`src/rtl/fuzzifier_seq.sv`:
```
// Time-multiplexed trapezoidal fuzzifier: one shared evaluator walks NSETS sets per sample.
// Optional breakpoint-ordering check enabled by defining FUZZIFIER_CFG_CHECK_EN.
module fuzzifier_seq #(
    parameter int XW    = 8,
    parameter int NSETS = 3,
    parameter int MUW   = 16
) (
    input  logic                                         clk,
    input  logic                                         rst_n,
    input  logic                                         cfg_we,
    input  logic [((NSETS > 1) ? $clog2(NSETS) : 1)-1:0] cfg_set,
    input  logic [1:0]                                   cfg_pt,
    input  logic [XW-1:0]                                cfg_data,
    input  logic                                         in_valid,
    output logic                                         in_ready,
    input  logic [XW-1:0]                                x_in,
    output logic                                         out_valid,
    input  logic                                         out_ready,
    output logic [NSETS*MUW-1:0]                         mu_out,
    output logic [NSETS-1:0]                             cfg_err
);

    localparam int SW = (NSETS > 1) ? $clog2(NSETS) : 1;
    localparam int PW = XW + MUW;
    localparam logic [MUW-1:0] MU_ONE   = {1'b0, {(MUW-1){1'b1}}};
    localparam logic [SW-1:0]  LAST_IDX = SW'(NSETS - 1);
    localparam logic [SW:0]    NSETS_W  = (SW+1)'(NSETS);

    localparam logic [1:0] ST_IDLE = 2'd0;
    localparam logic [1:0] ST_EVAL = 2'd1;
    localparam logic [1:0] ST_DONE = 2'd2;

    logic [1:0]              state;
    logic [SW-1:0]           idx;
    logic signed [XW-1:0]    x_p0;
    logic signed [XW-1:0]    bank   [NSETS][4];
    logic signed [XW-1:0]    shadow [NSETS][4];
    logic [MUW-1:0]          mu_reg [NSETS];

    logic signed [XW-1:0]    sa, sb, sc, sd;
    logic signed [XW:0]      num, den;
    logic [MUW-1:0]          mu_rule;
    logic [MUW-1:0]          mu_eval;
    logic                    bad_order;

    function automatic logic signed [XW:0] diff_ext(input logic signed [XW-1:0] p,
                                                    input logic signed [XW-1:0] q);
        return $signed({p[XW-1], p}) - $signed({q[XW-1], q});
    endfunction

    function automatic logic [MUW-1:0] sat_mu(input logic [PW-1:0] q);
        if (q > {{XW{1'b0}}, MU_ONE})
            return MU_ONE;
        return q[MUW-1:0];
    endfunction

    // Both operands are nonnegative in their branch, so only the low XW bits carry magnitude.
    function automatic logic [MUW-1:0] scale(input logic signed [XW:0] n,
                                             input logic signed [XW:0] d);
        logic [PW-1:0] prod;
        logic [PW-1:0] dvsr;
        prod = {{MUW{1'b0}}, n[XW-1:0]} * {{XW{1'b0}}, MU_ONE};
        dvsr = {{MUW{1'b0}}, d[XW-1:0]};
        if (dvsr == '0)
            return MU_ONE;
        return sat_mu(prod / dvsr);
    endfunction

    function automatic logic misordered(input logic signed [XW-1:0] a,
                                        input logic signed [XW-1:0] b,
                                        input logic signed [XW-1:0] c,
                                        input logic signed [XW-1:0] d);
        return !((a <= b) && (b <= c) && (c <= d));
    endfunction

    assign sa = shadow[idx][0];
    assign sb = shadow[idx][1];
    assign sc = shadow[idx][2];
    assign sd = shadow[idx][3];

    // First matching rule wins; the edge branches share one divider through num/den.
    always_comb begin
        num     = '0;
        den     = '0;
        mu_rule = '0;
        if ((sb <= x_p0) && (x_p0 <= sc)) begin
            mu_rule = MU_ONE;
        end else if ((x_p0 <= sa) || (x_p0 >= sd)) begin
            mu_rule = '0;
        end else begin
            if (x_p0 < sb) begin
                num = diff_ext(x_p0, sa);
                den = diff_ext(sb, sa);
            end else begin
                num = diff_ext(sd, x_p0);
                den = diff_ext(sd, sc);
            end
            mu_rule = scale(num, den);
        end
    end

    assign bad_order = misordered(sa, sb, sc, sd);

`ifdef FUZZIFIER_CFG_CHECK_EN
    logic [NSETS-1:0] err_reg;

    assign mu_eval = bad_order ? '0 : mu_rule;
    assign cfg_err = err_reg;

    always_ff @(posedge clk or negedge rst_n) begin
        if (!rst_n) begin
            err_reg <= '0;
        end else if (state == ST_IDLE && in_valid) begin
            err_reg <= '0;
        end else if (state == ST_EVAL) begin
            err_reg[idx] <= bad_order;
        end
    end
`else
    logic unused_order;

    assign unused_order = bad_order;
    assign mu_eval      = mu_rule;
    assign cfg_err      = '0;
`endif

    // Active bank takes writes any time; the shadow copy freezes at accept for the whole sample.
    always_ff @(posedge clk or negedge rst_n) begin
        if (!rst_n) begin
            state <= ST_IDLE;
            idx   <= '0;
            x_p0  <= '0;
            for (int i = 0; i < NSETS; i++) begin
                mu_reg[i] <= '0;
                for (int p = 0; p < 4; p++) begin
                    bank[i][p]   <= '0;
                    shadow[i][p] <= '0;
                end
            end
        end else begin
            if (cfg_we && ({1'b0, cfg_set} < NSETS_W))
                bank[cfg_set][cfg_pt] <= cfg_data;
            case (state)
                ST_IDLE: begin
                    if (in_valid) begin
                        x_p0   <= x_in;
                        shadow <= bank;
                        idx    <= '0;
                        state  <= ST_EVAL;
                    end
                end
                ST_EVAL: begin
                    mu_reg[idx] <= mu_eval;
                    idx         <= idx + SW'(1);
                    if (idx == LAST_IDX)
                        state <= ST_DONE;
                end
                ST_DONE: begin
                    if (out_ready)
                        state <= ST_IDLE;
                end
                default: state <= ST_IDLE;
            endcase
        end
    end

    assign in_ready  = (state == ST_IDLE);
    assign out_valid = (state == ST_DONE);

    always_comb begin
        mu_out = '0;
        for (int i = 0; i < NSETS; i++)
            mu_out[i*MUW +: MUW] = mu_reg[i];
    end

endmodule

```
`config.mk`:
```
export PLATFORM = sky130hd
export DESIGN_NAME = fuzzifier_seq
export DESIGN_NICKNAME = d
export VERILOG_FILES = /design/src/rtl/fuzzifier_seq.sv
export SDC_FILE = /design/constraint.sdc
export NUM_CORES = 1
export LEC_CHECK = 0
export CAP_MARGIN = 20
export CORE_MARGIN = 2
export CORE_UTILIZATION = 25
export CTS_BUF_LIST = sky130_fd_sc_hd__clkbuf_4 sky130_fd_sc_hd__clkbuf_8
export CTS_CLUSTER_SIZE = 8
export DETAILED_ROUTE_END_ITERATION = 10
export GPL_ROUTABILITY_DRIVEN = 0
export PLACE_DENSITY = 0.43
export SLEW_MARGIN = 30
export SYNTH_ARGS = -nofsm -noshare
export SYNTH_HDL_FRONTEND = slang
export SYNTH_SLANG_ARGS = --single-unit
```
`constraint.sdc`:
```
create_clock -name clk -period 87.3 [get_ports clk]
set_input_delay 17.46 -clock clk [delete_from_list [all_inputs] [get_ports clk]]
set_output_delay 17.46 -clock clk [all_outputs]
set_load 0.03 [all_outputs]
```
== Word level (Yosys, flattened, before mapping) ==
Cells that the tools add are included.

* Latch bits: 0
* Register bits after elaboration: 252
* Memories: 0
* Memory bits (writable): 0
* Logic and storage cells: 107
* Bits in read-only memories: 0
* Input port bits: 25

* Multiply operators: 1
* $add $sub $neg: 5
* Mux-type cells: 36
* Div/mod/pow operators: 1
* Equality and inequality tests: 6
* Order comparisons: 13
* Shifts and indexed selects: 0
* Bitwise logic cells: 3
* Reductions and logical operators: 12

{| class="wikitable"
|+ Operators by type and width
! cell !! number
|-
| 16-bit 2-to-1 mux || 7
|-
| 96-bit bitwise mux || 1
|-
| 32-bit 2-to-1 mux || 3
|-
| 32-bit binary-select mux with 2-bit select || 1
|-
| 32-bit demux with 2-bit select || 1
|-
| 8-bit 2-to-1 mux || 7
|-
| 48-bit bitwise mux || 1
|-
| 16-bit demux with 2-bit select || 1
|-
| 8-bit subtractor || 4
|-
| 23-bit by 8-bit divider with 24-bit output || 1
|-
| 24-bit by 15-bit greater-than comparator with 1-bit output, second input constant || 1
|-
| 8-bit <= comparator || 3
|-
| 8-bit by 15-bit multiplier with 23-bit output, second input constant || 1
|-
| 8-bit demux with 2-bit select || 1
|-
| 3-bit >= comparator, second input constant || 3
|-
| 3-bit by 1-bit less-than comparator with 1-bit output, second input constant || 3
|-
| 2-bit NOT with 3-bit output || 3
|-
| 8-bit >= comparator || 1
|-
| 8-bit logical NOT || 1
|-
| 8-bit less-than comparator || 1
|-
| 2-bit 2-to-1 mux || 4
|-
| 1-bit 2-to-1 mux || 7
|-
| 2-bit case mux with 3 select lines || 1
|-
| 1-bit logical AND || 5
|-
| 12 further kinds || 15
|}

== Logic depth before layout (Yosys ltp) ==
* Depth in word-level cells: 20
* Mapped depth: 340
* Depth with buffers taken out: 321

== Least setup slack after synthesis ==
Ideal clock, no wire load.

* Path type: reg-to-reg
* Start: register idx[1]
* End: register mu_reg, in the netlist mu_out[0]
* Clock period less this slack: 62.349 ns
* Data required time: 87.152 ns
* Arrival: 62.202 ns
* Stages on the path, launching flop included: 320
* Path slack: 24.951 ns
* Path buffers: 22
* Cells stage by stage: dfrtp_1 buf_4 buf_1 clkbuf_1 mux2i_1 o21ai_0 ha_1 inv_1 o21ai_0 and2_1 o21ai_0 nand2b_1 a21o_1 a21oi_1 xnor2_1 nand2_1 nand2_1 inv_1 [... 284 more ...] clkbuf_1 nor2_1 a21oi_1 ha_1 a21o_1 a21oi_1 nor2b_1 o21ai_0 nand2b_1 a21oi_1 nor2b_1 o21ai_0 nand3_1 a31o_2 a211oi_1 a21boi_1 o2bb2ai_1 a41oi_1

* Longest elaborated chain between the ends: 20

{| class="wikitable"
|+ Ends and longest elaborated chain
! what !! RTL line !! text
|-
| start: declaration || 34 || <nowiki>logic [SW-1:0] idx;</nowiki>
|-
| start signal: assignment || 154 || <nowiki>idx <= idx + SW'(1);</nowiki>
|-
| 2-bit NOT with 3-bit output (not written as such) (*) || -- ||
|-
| 32-bit binary-select mux with 2-bit select || -- ||
|-
| 32-bit 2-to-1 mux (not written as such) (2 in series) || 79 || <nowiki>assign sd = shadow[idx][3];</nowiki>
|-
| 8-bit subtractor or 8-bit less-than comparator (tied branches) || 48, 91 ||
|-
| 8-bit 2-to-1 mux || 91 || <nowiki>if (x_p0 < sb) begin</nowiki>
|-
| 8-bit 2-to-1 mux || 88 || <nowiki>end else if ((x_p0 <= sa) || (x_p0 >= sd)) begin</nowiki>
|-
| 8-bit 2-to-1 mux || 86 || <nowiki>if ((sb <= x_p0) && (x_p0 <= sc)) begin</nowiki>
|-
| 8-bit by 15-bit multiplier with 23-bit output || 62 || <nowiki>prod = {{MUW{1'b0}}, n[XW-1:0]} * {{XW{1'b0}}, MU_ONE};</nowiki>
|-
| [... 3 more ...] || -- ||
|-
| 1-bit 2-to-1 mux || 66 || <nowiki>return sat_mu(prod / dvsr);</nowiki>
|-
| 1-bit 2-to-1 mux || 88 ||
|-
| 1-bit 2-to-1 mux || 86 ||
|-
| 16-bit 2-to-1 mux || 54 || <nowiki>return q[MUW-1:0];</nowiki>
|-
| 16-bit 2-to-1 mux || 66 ||
|-
| 16-bit 2-to-1 mux || 88 ||
|-
| 16-bit 2-to-1 mux || 86 ||
|-
| 48-bit bitwise mux (*) || 153 || <nowiki>mu_reg[idx] <= mu_eval;</nowiki>
|-
| end signal: indexed assignment || 153 ||
|-
| end: declaration || 38 || <nowiki>logic [MUW-1:0] mu_reg [NSETS];</nowiki>
|}

Mark *: on every way between the ends. The rest lies on a longest branch, timed or not. The select of a mux whose other input is x is not followed.
A chain may end at the register's enable or synchronous reset.

== Worst setup path in the final report ==
Same ends and word-level chain as after synthesis.

==> flow_metrics.tcl <==
set metrics [dict create \
    port_buffers 74 \
    slowest_stage "nor2_1" \
    slew-limit-headroom_pct 32.2 \
    drcViolationCount 0 \
    clockBufferDepth 3 \
    postCtsSetupRepairBufs 0 \
    start_kind "register" \
    hold_violations 0 \
    synth_cell_types 114 \
    dieHeight_um 321 \
    crit_buf_inv 14 \
    vias 21500 \
    yosys_warnings 0 \
    max_stage_delay_ns 0.73 \
    setup_viol 0 \
    endpoint_kind "register" \
    rsz0062_at_grt "no" \
    netlist_area_mm2 0.0252 \
    synth_seq_cells 252 \
    first_pass_iters 6 \
    met3_length_um 2240 \
    drive_above_1_share_pct 14.1 \
    grt_max_degree 109 \
    status "finished clean" \
    grt_first_pass_wirelength_um 127000 \
    initial_core_util_pct 25.2 \
    clk_latency_ns 0.59 \
    post_dp_cell_area_mm2 0.0274 \
    most-common-layout-cells "ha_1 (260), nand2_1 (253), dfrtp_1 (251)" \
    ys_async_sr_fraction_pct 100 \
    place_hpwl_um 62400 \
    final-max-slew-violation-count 0 \
    fmax_mhz 13.8 \
    critPathArrivalTime_ns 73.13 \
    hold_buffers 0 \
    m1WireLength_um 41400 \
    nNetsFinal 3233 \
    htreeDepth 2 \
    routed_wl_um 80100 \
    die-area_mm2 0.103 \
    cts_buffers 41 \
    clock_skew_ns 0.0295 \
    first_global_vias 21400 \
    tns_ns 0 \
    via_per_inst 5.08 \
    clk_pin_slew_worst_paths_ns 0.07 \
    top_layer "met4" \
    area_growth_pct 11.7 \
    core_area_mm2 0.100 \
    period_needed_ns 72.72 \
    postRouteAntennaNets 0 \
    cpMostUsedCell "o21a_1" \
    grt_use_total_pct 15.4 \
    clock-root-buffer "clkbuf_8" \
    synth_cells 2883 \
    drtIter0Drc 1219 \
    crit_fanout 35 \
    tightest_slew_ns 1.01 \
    instances_no_fill 4240 \
    n_antenna_cell 0 \
    grt-ovfl-total 0 \
    final_common_cell "ha_1" \
    wl_per_cell_um 18.9 \
    num_io_pins 78 \
    fillers 10800 \
    hp-class "reg2reg" \
    cts.sinks 252 \
    dp_cells 4175 \
    post-route-period-util_pct 83.3 \
    syn_area_per_cell_um2 8.74 \
    final_cell_area_mm2 0.0282 \
    synth_edf_count 0 \
    post_cts_resized 0 \
    path_delay_family "compound AO/OA/AOI/OAI gates" \
    die_x_um 321 \
    dominantRegCellSynth "dfrtp_1" \
    crit_type "reg2reg" \
    wl_met2_um 34900 \
    rows 116 \
    required_ns 87.70 \
    maxCapViolations 0 \
    grt_antenna_before_repair 0 \
    cts_tree "yes" \
    yosysSeqAreaShare_pct 25.0 \
]
==> Yosys cell counts (10+ instances only) <==
master / count / area [um2]
o211ai_1: 22 / 165
a21oi_1: 185 / 926
buf_2: 16 / 80.1
inv_1: 121 / 454
o21bai_1: 15 / 113
mux2_2: 233 / 2620
xnor2_1: 69 / 604
a211oi_1: 24 / 180
a41oi_1: 10 / 87.6
a31oi_1: 23 / 144
o21a_1: 107 / 803
nor4_1: 12 / 75.1
nand2_1: 256 / 961
o31ai_1: 45 / 338
nor2b_1: 31 / 194
buf_1: 10 / 37.5
xor2_1: 46 / 403
o21ai_1: 17 / 85.1
or4_1: 10 / 75.1
and2_1: 24 / 150
ha_1: 260 / 3250
a211o_1: 13 / 114
fa_1: 28 / 561
a21o_1: 44 / 330
or2_2: 23 / 144
nor3_1: 126 / 631
or3_1: 34 / 213
dfrtp_1: 252 / 6310
nand2b_1: 27 / 169
nand3_1: 46 / 230
mux2i_1: 54 / 541
and3_1: 20 / 125
clkbuf_1: 67 / 251
nand4_1: 29 / 181
nor2_1: 223 / 837
o21ai_0: 146 / 731
o22ai_1: 10 / 62.6
==> registers in the layout (all words and copies together) (netlist names) <==
signal and flops:
bank 96, idx 2, mu_out 48, shadow 96, state 2, x_p0 8
==> metrics by stage <==
step	worst slack (ns)	util (%)	hold slack (ns)
after global placement	16.29	27.3	0.462
after CTS	14.82	28.1	0.480
after global routing	8.53	28.2	0.506
after detailed placement	15.09	27.4	0.473
after floorplan	24.95	-	0.469
final	14.58	28.2	0.477
==> logic make-up after synthesis <==
group | after synthesis | synth area share (%)
other | 1 | 0.0149
AO/OA/AOI/OAI | 789 | 21.2
AND/OR/NAND/NOR | 923 | 18.3
buffers and inverters | 223 | 3.56
adder cells (fa/ha/maj) | 288 | 15.1
flip-flops | 252 | 25.0
multiplexers | 292 | 12.8
XOR/XNOR | 115 | 4.00
==> per-layer routing <==
| metal | up-vias | GRT usage, % |
|---|---|---|
| li1 | 10700 | - |
| met1 | 10400 | 22.6 |
| met2 | 334 | 24.4 |
| met3 | 86 | 1.38 |
| met4 | 0 | 3.31 |
| met5 | - | 0 |
==> worst min-delay path: stages (launching register included) <==
cell and delay [ns]:
dfrtp_1 0.34, nand2_1 0.04, o21ai_0 0.06
==> final timing paths <==
path / cells past startpoint / start / slack, ns / to
min reg2reg: 2 / mu_out[23] / 0.48 / mu_out[23]
max: 298 / idx[1] / 14.58 / mu_out[0]
min in group asynchronous: 1 / rst_n / 16.95 / mu_out[17]
max reg2reg: 298 / idx[1] / 14.58 / mu_out[0]
max in group asynchronous: 2 / rst_n / 69.10 / bank[65]
min: 2 / mu_out[23] / 0.48 / mu_out[23]
==> final cells by class <==
cell class | instances | area, um2 | area share [%]
inverters | 121 | 454 | 1.61
clock buffers | 59 | 718 | 2.55
multi-input cells | 2411 | 18100 | 64.2
clock inverters | 6 | 71.3 | 0.253
flip-flops and latches | 252 | 6310 | 22.4
well taps | 1298 | 1620 | 5.77
repair buffers | 93 | 896 | 3.18
Power is not shown: default switching activity piles up to over one toggle a cycle in this logic, so the estimate is an artifact.
